<file path="src/rtl/seq_divider.sv">
// ---------------------------------------------------------------------------
// seq_divider -- multi-cycle restoring divider (one quotient bit per cycle).
//
// Configuration macro: SEQ_DIVIDER_SIGNED_EN
//   defined   : signed_op selects a two's-complement divide (truncating
//               toward zero, remainder carries the dividend's sign).
//   undefined : signed_op is ignored, every divide is unsigned and no sign
//               logic is built. Latency is the same in both builds.
//
// Ports
//   clock        rising-edge clock for all state
//   clear        synchronous active-high reset (wins over start)
//   start        divide request, only looked at while busy is low
//   signed_op    1 = signed divide, 0 = unsigned divide
//   dividend     numerator, captured on the accepting edge
//   divisor      denominator, captured on the accepting edge
//   quotient     LO result, updated on entry to DONE
//   remainder    HI result, updated on entry to DONE
//   busy         high from the accepting edge until done drops
//   done         one-cycle pulse while the results become valid
//   div_by_zero  divisor was zero for the last completed divide (held)
//
// Done is high in the cycle after the (WIDTH+2)th edge following acceptance;
// a new divide can be accepted every WIDTH+4 cycles.
// ---------------------------------------------------------------------------
module seq_divider #(
  parameter int WIDTH = 32
) (
  input  logic             clock,
  input  logic             clear,
  input  logic             start,
  input  logic             signed_op,
  input  logic [WIDTH-1:0] dividend,
  input  logic [WIDTH-1:0] divisor,
  output logic [WIDTH-1:0] quotient,
  output logic [WIDTH-1:0] remainder,
  output logic             busy,
  output logic             done,
  output logic             div_by_zero
);

  localparam int CW = $clog2(WIDTH);

  typedef enum logic [2:0] {
    IDLE = 3'd0,
    PREP = 3'd1,
    ITER = 3'd2,
    FIX  = 3'd3,
    DONE = 3'd4
  } state_t;

  state_t           state_r, state_s;
  logic [CW-1:0]    cnt_r;
  logic [WIDTH-1:0] dvd_raw_r, dvs_raw_r;
  logic [WIDTH-1:0] q_r, rem_r, dvs_mag_r;
  logic [WIDTH-1:0] quotient_r, remainder_r;
  logic             busy_r, done_r, dbz_r;

  logic [WIDTH-1:0] dvd_mag_s, dvs_mag_s;
  logic [WIDTH:0]   rem_shift_s, sub_s;
  logic             ge_s, dvs_zero_s;
  logic [WIDTH-1:0] q_fix_s, r_fix_s;

`ifdef SEQ_DIVIDER_SIGNED_EN
  logic sop_r, neg_q_r, neg_r_r;
  logic neg_dvd_s, neg_dvs_s;

  function automatic logic [WIDTH-1:0] negate(input logic [WIDTH-1:0] v);
    return ~v + {{(WIDTH-1){1'b0}}, 1'b1};
  endfunction

  // Operand signs only matter for a signed divide.
  assign neg_dvd_s = sop_r & dvd_raw_r[WIDTH-1];
  assign neg_dvs_s = sop_r & dvs_raw_r[WIDTH-1];
  assign dvd_mag_s = neg_dvd_s ? negate(dvd_raw_r) : dvd_raw_r;
  assign dvs_mag_s = neg_dvs_s ? negate(dvs_raw_r) : dvs_raw_r;

  // Sign bookkeeping: operation mode at accept, result signs in PREP.
  always_ff @(posedge clock) begin
    if (clear) begin
      sop_r   <= 1'b0;
      neg_q_r <= 1'b0;
      neg_r_r <= 1'b0;
    end else begin
      case (state_r)
        IDLE: begin
          if (start) begin
            sop_r <= signed_op;
          end
        end
        PREP: begin
          neg_q_r <= neg_dvd_s ^ neg_dvs_s;
          neg_r_r <= neg_dvd_s;
        end
        default: begin
        end
      endcase
    end
  end
`else
  logic signed_op_unused_s;
  assign signed_op_unused_s = signed_op;
  assign dvd_mag_s = dvd_raw_r;
  assign dvs_mag_s = dvs_raw_r;
`endif

  // Restoring step: the borrow out of the WIDTH+1-bit subtract decides the bit.
  assign rem_shift_s = {1'b0, rem_r, q_r[WIDTH-1]};
  assign sub_s       = rem_shift_s - {1'b0, dvs_mag_r};
  assign ge_s        = ~sub_s[WIDTH];
  assign dvs_zero_s  = (dvs_raw_r == {WIDTH{1'b0}});

  // Final result correction applied while in FIX.
  always_comb begin
    q_fix_s = q_r;
    r_fix_s = rem_r;
    if (dvs_zero_s) begin
      q_fix_s = {WIDTH{1'b1}};
      r_fix_s = dvd_raw_r;
    end else begin
`ifdef SEQ_DIVIDER_SIGNED_EN
      if (neg_q_r) begin
        q_fix_s = negate(q_r);
      end else begin
        q_fix_s = q_r;
      end
      if (neg_r_r) begin
        r_fix_s = negate(rem_r);
      end else begin
        r_fix_s = rem_r;
      end
`else
      q_fix_s = q_r;
      r_fix_s = rem_r;
`endif
    end
  end

  // FSM next-state logic.
  always_comb begin
    state_s = state_r;
    case (state_r)
      IDLE: begin
        if (start) begin
          state_s = PREP;
        end else begin
          state_s = IDLE;
        end
      end
      PREP: state_s = ITER;
      ITER: begin
        if (cnt_r == {CW{1'b0}}) begin
          state_s = FIX;
        end else begin
          state_s = ITER;
        end
      end
      FIX:     state_s = DONE;
      DONE:    state_s = IDLE;
      default: state_s = IDLE;
    endcase
  end

  // FSM state register.
  always_ff @(posedge clock) begin
    if (clear) begin
      state_r <= IDLE;
    end else begin
      state_r <= state_s;
    end
  end

  // Status flags registered from the next state so they line up with it.
  always_ff @(posedge clock) begin
    if (clear) begin
      busy_r <= 1'b0;
      done_r <= 1'b0;
    end else begin
      busy_r <= (state_s != IDLE);
      done_r <= (state_s == DONE);
    end
  end

  // Datapath: capture, prepare, iterate, publish results.
  always_ff @(posedge clock) begin
    if (clear) begin
      dvd_raw_r   <= {WIDTH{1'b0}};
      dvs_raw_r   <= {WIDTH{1'b0}};
      q_r         <= {WIDTH{1'b0}};
      rem_r       <= {WIDTH{1'b0}};
      dvs_mag_r   <= {WIDTH{1'b0}};
      cnt_r       <= {CW{1'b0}};
      quotient_r  <= {WIDTH{1'b0}};
      remainder_r <= {WIDTH{1'b0}};
      dbz_r       <= 1'b0;
    end else begin
      case (state_r)
        IDLE: begin
          if (start) begin
            dvd_raw_r <= dividend;
            dvs_raw_r <= divisor;
          end
        end
        PREP: begin
          q_r       <= dvd_mag_s;
          dvs_mag_r <= dvs_mag_s;
          rem_r     <= {WIDTH{1'b0}};
          cnt_r     <= CW'(WIDTH - 1);
        end
        ITER: begin
          rem_r <= ge_s ? sub_s[WIDTH-1:0] : rem_shift_s[WIDTH-1:0];
          q_r   <= {q_r[WIDTH-2:0], ge_s};
          if (cnt_r != {CW{1'b0}}) begin
            cnt_r <= cnt_r - {{(CW-1){1'b0}}, 1'b1};
          end
        end
        FIX: begin
          quotient_r  <= q_fix_s;
          remainder_r <= r_fix_s;
          dbz_r       <= dvs_zero_s;
        end
        default: begin
        end
      endcase
    end
  end

  assign quotient    = quotient_r;
  assign remainder   = remainder_r;
  assign busy        = busy_r;
  assign done        = done_r;
  assign div_by_zero = dbz_r;

endmodule

</file>
<file path="config.mk">
export PLATFORM = sky130hd
export DESIGN_NAME = seq_divider
export DESIGN_NICKNAME = d
export VERILOG_FILES = /design/src/rtl/seq_divider.sv
export SDC_FILE = /design/constraint.sdc
export NUM_CORES = 1
export LEC_CHECK = 0
export BUFFER_PORTS_ARGS = -buffer_cell sky130_fd_sc_hd__buf_2
export CORE_ASPECT_RATIO = 1.2
export CORE_MARGIN = 2
export CORE_UTILIZATION = 50
export CTS_BUF_LIST = sky130_fd_sc_hd__clkbuf_8
export CTS_CLUSTER_SIZE = 30
export DETAILED_ROUTE_END_ITERATION = 8
export HOLD_SLACK_MARGIN = 0.1
export PLACE_DENSITY_LB_ADDON = 0.1
export RECOVER_POWER = 50
export SYNTH_ARGS = -nofsm -noshare
export SYNTH_HDL_FRONTEND = slang
export SYNTH_SLANG_ARGS = --single-unit
</file>
<file path="constraint.sdc">
create_clock -name clock -period 3.6 [get_ports clock]
set_clock_uncertainty 0.15 [all_clocks]
set_input_delay 0.54 -clock clock [delete_from_list [all_inputs] [get_ports clock]]
set_output_delay 0.54 -clock clock [all_outputs]
set_load 0.03 [all_outputs]
</file>
==> flow_summary.toml, run 1 <==
[cts]
cts-root-buf = "clkbuf_8"
cts_num_sinks = 235
cts_setup_buffers = 0
clockBufferDepth = 3
cts_tree = "done"
clk_latency_ns = 0.54
ctsResizeCount = 0
clkTransAtPathRegs_ns = 0.06
cts_buffers = 38
htreeDepth = 2

[critical_path]
cpLargestDelayFamily = "compound AO/OA/AOI/OAI gates"
cpMaxStageDelayCell = "fa_1"
crit_fanout = 8
r2r_end = "rem_r[25]"
cp_data_required_time_ns = 3.86
crit_buf_inv = 3
crit_type = "flop to flop"
rrSetupSlack_ns = 0.22
crit_top_cell = "inv_1"
arrival_ns = 3.64
r2r_start = "q_r[31]"
cp-end-kind = "flop"
cp_cell_sequence = "inv_1 > ha_1 > inv_1 > fa_1 > a211oi_1 > o21ai_1 > o211ai_1 > buf_4 > a21oi_2 > o21ai_2 > a21oi_4 > nor2_8 > mux2_4 > a221o_1"
start_kind = "flop"
reg2reg_depth = 14
cp_slowest_stage_delay_ns = 0.43

[sta]
slew_violations = 140
fin_crit_ns = 3.38
worstMarginPinSlew_ns = 1.57
fin_setup_tns_ns = 0
relSlewSlack = -0.0445
hold_viol = 0
setup_viol = 0
post-route-period-util = 0.938
rsz0062_at_grt = "false"
max_clock_freq_mhz = 296

[hold_path]
holdPathEnd = "dvd_mag_s[10]"
hold_class = "primary input to flop"
holdPathStages = 3
hp-start = "dividend[10]"

[power_and_ir_drop]
p_clk_frac = 0.220
vdd_drop_max_uv = 491
switching_power_w = 0.00382
leakagePower_nw = 4.77
total_power_w = 0.00985
intPower_w = 0.00604
seqPwrFrac = 0.305
power_density_mw_per_mm2 = 774
switching_share = 0.387
combPwrFrac = 0.475

[floorplan]
die_w_um = 137
start_util = 0.509
dieArea_mm2 = 0.0225
rows = 58
die_height_um = 164
core_area_mm2 = 0.0210
ios = 135

[synthesis]
yosys_warnings = 0
synth_nets = 1407
yosys.area.top_type = "dfxtp_1"
synth.distinct_cells = 63
synth_seq_area_share = 0.441
synthFlopType = "dfxtp_1"
ys_ff_latch = 235
synthCells = 1304
avgSynthCellArea_um2 = 8.18
synth-edff-count = 0
synthDominantCellAreaShare = 0.441
netlist_area_mm2 = 0.0107
ys_top_cells_by_area = "dfxtp_1 44%, nand2_1 9.4%, a21oi_1 7.4%, mux2i_1 4.8%, ha_1 4.0%"
synthArstFlopShare = 0

[finish]
synthToLayoutAreaGrowth_pct = 19.2
diodes = 0
final_nets = 1567
fin_cells = 1755
drive_gt1_frac = 0.109

[grt]
grt_pass1_wl_mm = 44.0
grt_pass1_vias = 8941
grt_max_degree = 140
overflow = 0
antenna_found_initial = 0
grt_usage = 0.240

[place]
numPortBuffers = 133
dp.cells = 1633
gp_congestion = 0.897
dp_hpwl_mm = 17.9

[run]
maxCapViolations = 1

[route]
routed_via_density = 5.43
routed_wl_mm = 27.2
vias = 9529
wl_per_cell_um = 15.5
drtIter0Drc = 638
ant_nets = 0
dr.pass1.iters = 5
drc = 0

[run_status]
failed_checks = "max-capacitance violations, max-slew violations"
status = "finished with violations"
-- registers in the layout, summed over array words and instances (netlist names), 3 cells and up --
signal	flops
state_r	3
dvd_mag_s	32
q_r	32
quotient	32
remainder	32
rem_r	32
dvs_mag_s	32
cnt_r	5
dvs_mag_r	32
-- placed cells by master (no fill, tap or decap), types with 4 or more instances in the layout --
| master | synthesis | final |
|---|---|---|
| nor4_1 | 10 | 10 |
| o21ai_1 | 4 | 4 |
| a211oi_1 | 37 | 37 |
| ha_1 | 34 | 34 |
| dfxtp_1 | 235 | 235 |
| a32oi_1 | 11 | 11 |
| xor2_1 | 17 | 17 |
| nand2_1 | 268 | 268 |
| nor3_1 | 74 | 73 |
| a21oi_1 | 158 | 158 |
| mux2i_1 | 51 | 51 |
| buf_2 | 5 | 65 |
| dlygate4sd3_1 | 0 | 61 |
| nand4_1 | 7 | 7 |
| nor2_1 | 88 | 86 |
| nand3_1 | 4 | 4 |
| clkbuf_8 | 0 | 46 |
| a21o_1 | 22 | 22 |
| mux2_2 | 5 | 5 |
| clkbuf_1 | 79 | 67 |
| o211ai_1 | 6 | 6 |
| xnor2_1 | 12 | 12 |
| inv_1 | 35 | 47 |
| buf_4 | 1 | 16 |
| a31oi_1 | 6 | 6 |
| a22oi_1 | 31 | 31 |
| nor2b_1 | 4 | 4 |
| o21ai_0 | 40 | 40 |
-- power groups by stage --
stage / registers [W] / logic, W / clock network [W]
global route: 0.00303 / 0.00508 / 0.00234
CTS: 0.00300 / 0.00468 / 0.00223
global placement: 0.00305 / 0.00457 / 0
finish: 0.00301 / 0.00468 / 0.00217
detailed placement: 0.00306 / 0.00461 / 0
floorplan: 0.00303 / 0.00374 / 0
-- worst min-delay path, cell delays in order --
cell     delay, ns
buf_2         0.10
nand2_1       0.06
a21oi_1       0.05
-- worst max path at each step --
| stage | start | endpoint | slack, ns | cells past startpoint |
|---|---|---|---|---|
| 2_1_floorplan | q_r[31] | rem_r[21] | 0.63 | 13 |
| 3_3_place_gp | q_r[31] | rem_r[25] | 0.31 | 14 |
| 3_5_place_dp | q_r[31] | rem_r[25] | 0.28 | 14 |
| 4_1_cts | q_r[31] | rem_r[25] | 0.23 | 14 |
| 5_1_grt | q_r[31] | rem_r[26] | 0.01 | 14 |
| 6_report | q_r[31] | rem_r[25] | 0.22 | 14 |
-- cells in the mapped netlist (all sizes together), types with 7 or more instances --
master  count
clkbuf     79
nor2       89
mux2i      51
o21ai      45
nand2     269
nor4       11
buf        15
a22oi      31
nand4       7
a21oi     161
dfxtp     235
a32oi      11
inv        35
xnor2      12
nor3       74
a211oi     37
ha         34
mux2        7
xor2       17
a21o       22
-- metal layers --
| layer | vias to the layer above | track usage | part of all wire |
|---|---|---|---|
| li1 | 4863 | - | - |
| met1 | 4402 | 0.333 | 0.47 |
| met2 | 237 | 0.389 | 0.46 |
| met3 | 27 | 0.0383 | 0.051 |
| met4 | 0 | 0.0614 | 0.013 |
| met5 | - | 0 | 0 |
-- logic make-up after synthesis --
family                   after synthesis  synth area share
multiplexers                          58            0.0559
buffers and inverters                129            0.0470
AO/OA/AOI/OAI                        337             0.196
XOR/XNOR                              29            0.0238
AND/OR/NAND/NOR                      481             0.195
flip-flops                           235             0.441
adder cells (fa/ha/maj)               35            0.0417
-- cell type report --
type	instances	area [um2]
fillers	1984	8250
multi-input cells	940	5500
flip-flops and latches	235	4700
repair buffers	214	1350
clock buffers	46	633
well taps	270	338
inverters	35	131
clock inverters	15	68.8
-- repair_timing --
action	4_1_cts	5_1_grt
hold endpoints to repair	61	0
setup endpoints to repair	0	0
hold buffers	61	0
-- metrics by stage --
step / setup slack, ns / utilization / cell area (um2) / hold WS (ns)
3_3_place_gp: 0.309 / 0.549 / 11500 / 0.292
3_5_place_dp: 0.277 / 0.549 / 11500 / 0.296
6_report: 0.223 / 0.607 / 12700 / 0.119
5_1_grt: 0.0149 / 0.607 / 12700 / 0.114
2_1_floorplan: 0.625 / - / 10700 / 0.286
4_1_cts: 0.232 / 0.612 / 12800 / 0.105
(Power assumes the default switching activity.)
==> inputs of run 2 (changes only) <==
Settings changed: PLACE_DENSITY set to 0.7, PLACE_DENSITY_LB_ADDON 0.1 to unset.
==> flow_summary.toml, run 2 (synthesis results as in run 1) <==
[floorplan]
die_height_um = 164
ios = 135
die_w_um = 137
rows = 58
core_area_mm2 = 0.0210
dieArea_mm2 = 0.0225
start_util = 0.509

[run]
maxCapViolations = 2

[grt]
grt_usage = 0.237
grt_pass1_vias = 8905
overflow = 0
antenna_found_initial = 0
grt_pass1_wl_mm = 43.6
grt_max_degree = 97

[critical_path]
start_kind = "flop"
cp-end-kind = "flop"
r2r_end = "rem_r[26]"
crit_type = "flop to flop"
cp_data_required_time_ns = 3.86
rrSetupSlack_ns = 0.30
critPathLaunch = "q_r[31]"
arrival_ns = 3.55
crit_fanout = 4
reg2reg_depth = 13
r2r_start = "q_r[31]"
endpoint = "rem_r[26]"

[cts]
cts_setup_buffers = 0
cts_num_sinks = 235
cts_hold_buffers = 48
clockBufferDepth = 3
clk_latency_ns = 0.53
cts_tree = "done"
ctsResizeCount = 0
cts-root-buf = "clkbuf_8"
clkTransAtPathRegs_ns = 0.06
cts_buffers = 37
htreeDepth = 2

[sta]
post-route-period-util = 0.915
worstMarginPinSlew_ns = 1.94
fin_ws_ns = 0.304
fin_crit_ns = 3.30
relSlewSlack = -0.296
max_clock_freq_mhz = 303
hold_ws_ns = 0.110
rsz0062_at_grt = "false"
fin_setup_tns_ns = 0
hold_viol = 0
setup_viol = 0
slew_violations = 175

[place]
dp_hpwl_mm = 18.1
numPortBuffers = 133
post-place-ws_ns = 0.342
gp_congestion = 0.865

[power_and_ir_drop]
vdd_drop_max_uv = 1080
leakagePower_nw = 4.73
power_density_mw_per_mm2 = 782
total_power_w = 0.00987

[route]
ant_nets = 0
drc = 0
drtIter0Drc = 582
routed_wl_mm = 26.7
dr.pass1.iters = 5
wl_per_cell_um = 15.3
routed_via_density = 5.47
vias = 9535

[finish]
layout_common_cells = "268 x nand2_1, 235 x dfxtp_1, 158 x a21oi_1, 86 x nor2_1, 73 x nor3_1"
diodes = 0
nFillCells = 1977
multi_input_area_mm2 = 0.00550
regArea_mm2 = 0.00470
mostFrequentLayoutCell = "nand2_1"
synthToLayoutAreaGrowth_pct = 18.3
final_nets = 1555
drive_gt1_frac = 0.111

[run_status]
status = "finished with violations"
failed_checks = "max-capacitance violations, max-slew violations"

[hold_path]
hold_class = "primary input to flop"
[run 2: critical path: stages, from the launching register on]
cell,delay [ns]
dfxtp_1,0.33
inv_1,0.07
ha_1,0.17
inv_1,0.06
fa_1,0.42
a211oi_1,0.24
o21ai_1,0.13
o211ai_1,0.34
and3_1,0.34
o31ai_4,0.09
a31oi_1,0.39
o21ai_0,0.20
xnor2_1,0.16
o21ai_0,0.08
[run 2: how the worst min path moves through the flow]
stage	endpoint	slack (ns)	start	depth (start not counted)
after detailed placement	dvs_mag_r[8]	0.30	dvs_mag_r[8]	2
after floorplan	dvs_mag_r[10]	0.29	dvs_mag_r[10]	2
after global routing	dvd_mag_s[22]	0.11	dividend[22]	3
after CTS	dvs_mag_s[8]	0.10	divisor[8]	3
final	dvd_mag_s[3]	0.11	dividend[3]	3
after global placement	dvs_mag_r[2]	0.29	dvs_mag_r[2]	2
[run 2: stage by stage]
stage          utilization  cells  area (um2)
2_1_floorplan            -   1304       10700
3_3_place_gp         0.551   1635       11500
3_5_place_dp         0.551   1635       11500
4_1_cts              0.607   1744       12700
5_1_grt              0.602   1744       12600
6_report             0.602   1744       12600
[run 2: power breakdown]
group	internal, W	total (W)	switching, W
Sequential	0.00280	0.00301	0.000218
Combinational	0.00213	0.00470	0.00256
Clock	0.00115	0.00216	0.00100
[run 2: area by class of cell]
class | count | share of cell area
Tap cell | 270 | 0.0268
Inverter | 35 | 0.0104
Timing Repair Buffer | 203 | 0.0991
Clock inverter | 18 | 0.00833
Clock buffer | 43 | 0.0469
Sequential cell | 235 | 0.373
Multi-Input combinational cell | 940 | 0.436
[run 2: per-layer routing]
layer  vias to the layer above  routed length (um)  track usage
met3                        40                1240       0.0343
met1                      4413               12500        0.322
met4                         0                 441       0.0698
li1                       4846                   -            -
met5                         -                   0            0
met2                       236               12500        0.390
==> inputs of run 3 (changes only) <==
Settings changed: PLACE_DENSITY 0.7 to 0.67.
==> flow_summary.toml, run 3 (synthesis results as in run 1) <==
[run_status]
status = "finished with violations"
failed_checks = "max-capacitance violations, max-slew violations"

[grt]
grt_usage = 0.238
grt_max_degree = 202
antenna_found_initial = 0
overflow = 0
grt_pass1_vias = 8851
grt_pass1_wl_mm = 43.6

[finish]
diodes = 0
layout_common_cells = "268 x nand2_1, 235 x dfxtp_1, 158 x a21oi_1, 86 x nor2_1, 73 x nor3_1"
mostFrequentLayoutCell = "nand2_1"
synthToLayoutAreaGrowth_pct = 19.9
drive_gt1_frac = 0.113
fin_area_mm2 = 0.0128
fin_cells = 1756
final_nets = 1566

[route]
vias = 9529
ant_nets = 0
wl_met3_mm = 1.57
routed_wl_mm = 26.9
drc = 0
routed_via_density = 5.43
maxUsedRoutingLayer = "met4"
dr.pass1.iters = 5
wl_per_cell_um = 15.3
met1_length_mm = 12.2
drtIter0Drc = 473
wl_met2_mm = 12.5

[critical_path]
r2r_end = "rem_r[26]"
crit_fanout = 4
arrival_ns = 3.62
cp_data_required_time_ns = 3.91
reg2reg_depth = 14
crit_type = "flop to flop"
r2r_start = "q_r[31]"
cp_cell_sequence = "inv_1 > ha_1 > inv_1 > fa_1 > a211oi_2 > o21ai_2 > o211ai_1 > buf_4 > and3_1 > o31ai_4 > a31oi_1 > o21ai_0 > xnor2_1 > o21ai_0"
cpMaxStageDelayCell = "fa_1"
rrSetupSlack_ns = 0.29
start_kind = "flop"
cp-end-kind = "flop"
cp_slowest_stage_delay_ns = 0.44

[cts]
cts_tree = "done"
cts-root-buf = "clkbuf_8"
cts_setup_buffers = 0
clk_latency_ns = 0.54
htreeDepth = 2
clkTransAtPathRegs_ns = 0.06
cts_buffers = 38
cts_num_sinks = 235
clockBufferDepth = 3

[sta]
max_clock_freq_mhz = 302
setup_viol = 0
slew_violations = 202
rsz0062_at_grt = "false"
fin_ws_ns = 0.294
hold_viol = 0
post-route-period-util = 0.918
fin_setup_tns_ns = 0
relSlewSlack = -0.505
worstMarginPinSlew_ns = 2.26
fin_crit_ns = 3.31
hold_ws_ns = 0.129

[place]
post-place-ws_ns = 0.261
dpl_cell_area_mm2 = 0.0116
dp.cells = 1635
numPortBuffers = 133
gp_congestion = 0.921
dp_hpwl_mm = 17.8

[hold_path]
holdPathEnd = "dvd_mag_s[10]"
holdPathStages = 3
hp-start = "dividend[10]"
hold_class = "primary input to flop"

[power_and_ir_drop]
power_density_mw_per_mm2 = 781
leakagePower_nw = 4.81
vdd_drop_max_uv = 1040

[floorplan]
start_util = 0.509
ios = 135
dieArea_mm2 = 0.0225
rows = 58
die_height_um = 164
die_w_um = 137
core_area_mm2 = 0.0210

[run]
maxCapViolations = 1
## run 3: worst max path at each step
stage / startpoint / end / slack, ns
3_3_place_gp: q_r[31] / rem_r[0] / 0.31
5_1_grt: q_r[31] / rem_r[0] / 0.07
3_5_place_dp: q_r[31] / rem_r[26] / 0.26
4_1_cts: q_r[31] / rem_r[0] / 0.21
2_1_floorplan: q_r[31] / rem_r[21] / 0.63
6_report: q_r[31] / rem_r[26] / 0.29
## run 3: stage by stage
stage | total power, W | util
6_report | 0.00999 | 0.610
3_3_place_gp | 0.00767 | 0.552
4_1_cts | 0.0100 | 0.614
3_5_place_dp | 0.00774 | 0.552
2_1_floorplan | 0.00677 | -
5_1_grt | 0.0107 | 0.610
## run 3: layout make-up
class                   instances  area (um2)
inverters                      35         131
repair buffers                213        1370
clock buffers                  46         633
fillers                      1976        8180
multi-input cells             940        5510
well taps                     270         338
clock inverters                17         103
flip-flops and latches        235        4700
## run 3: where the power goes
group	switching [W]	leakage, nW	internal (W)	total (W)
Clock	0.00102	0.426	0.00122	0.00224
Combinational	0.00257	2.47	0.00216	0.00473
Sequential	0.000216	1.91	0.00280	0.00301
Total	0.00381	4.81	0.00618	0.00999
## run 3: per-layer routing
| layer | GRT usage | vias up |
|---|---|---|
| li1 | - | 4854 |
| met1 | 0.320 | 4360 |
| met2 | 0.387 | 269 |
| met3 | 0.0451 | 46 |
| met4 | 0.0698 | 0 |
| met5 | 0 | - |
## run 3: timing repair
| item | CTS | global route |
|---|---|---|
| hold endpoints to repair | 60 | 0 |
| endpoints found under the setup margin | 0 | 2 |
| hold buffers | 58 | 0 |
| resized for setup | 0 | 2 |
## run 3: worst max-delay path: cells and delay by family, from the launching register on
| family | cells | cell delay (ns) |
|---|---|---|
| AO/OA/AOI/OAI | 7 | 1.42 |
| XOR/XNOR | 1 | 0.15 |
| adder cells (fa/ha/maj) | 2 | 0.61 |
| buffers and inverters | 3 | 0.29 |
| flip-flops | 1 | 0.32 |
| AND/OR/NAND/NOR | 1 | 0.28 |
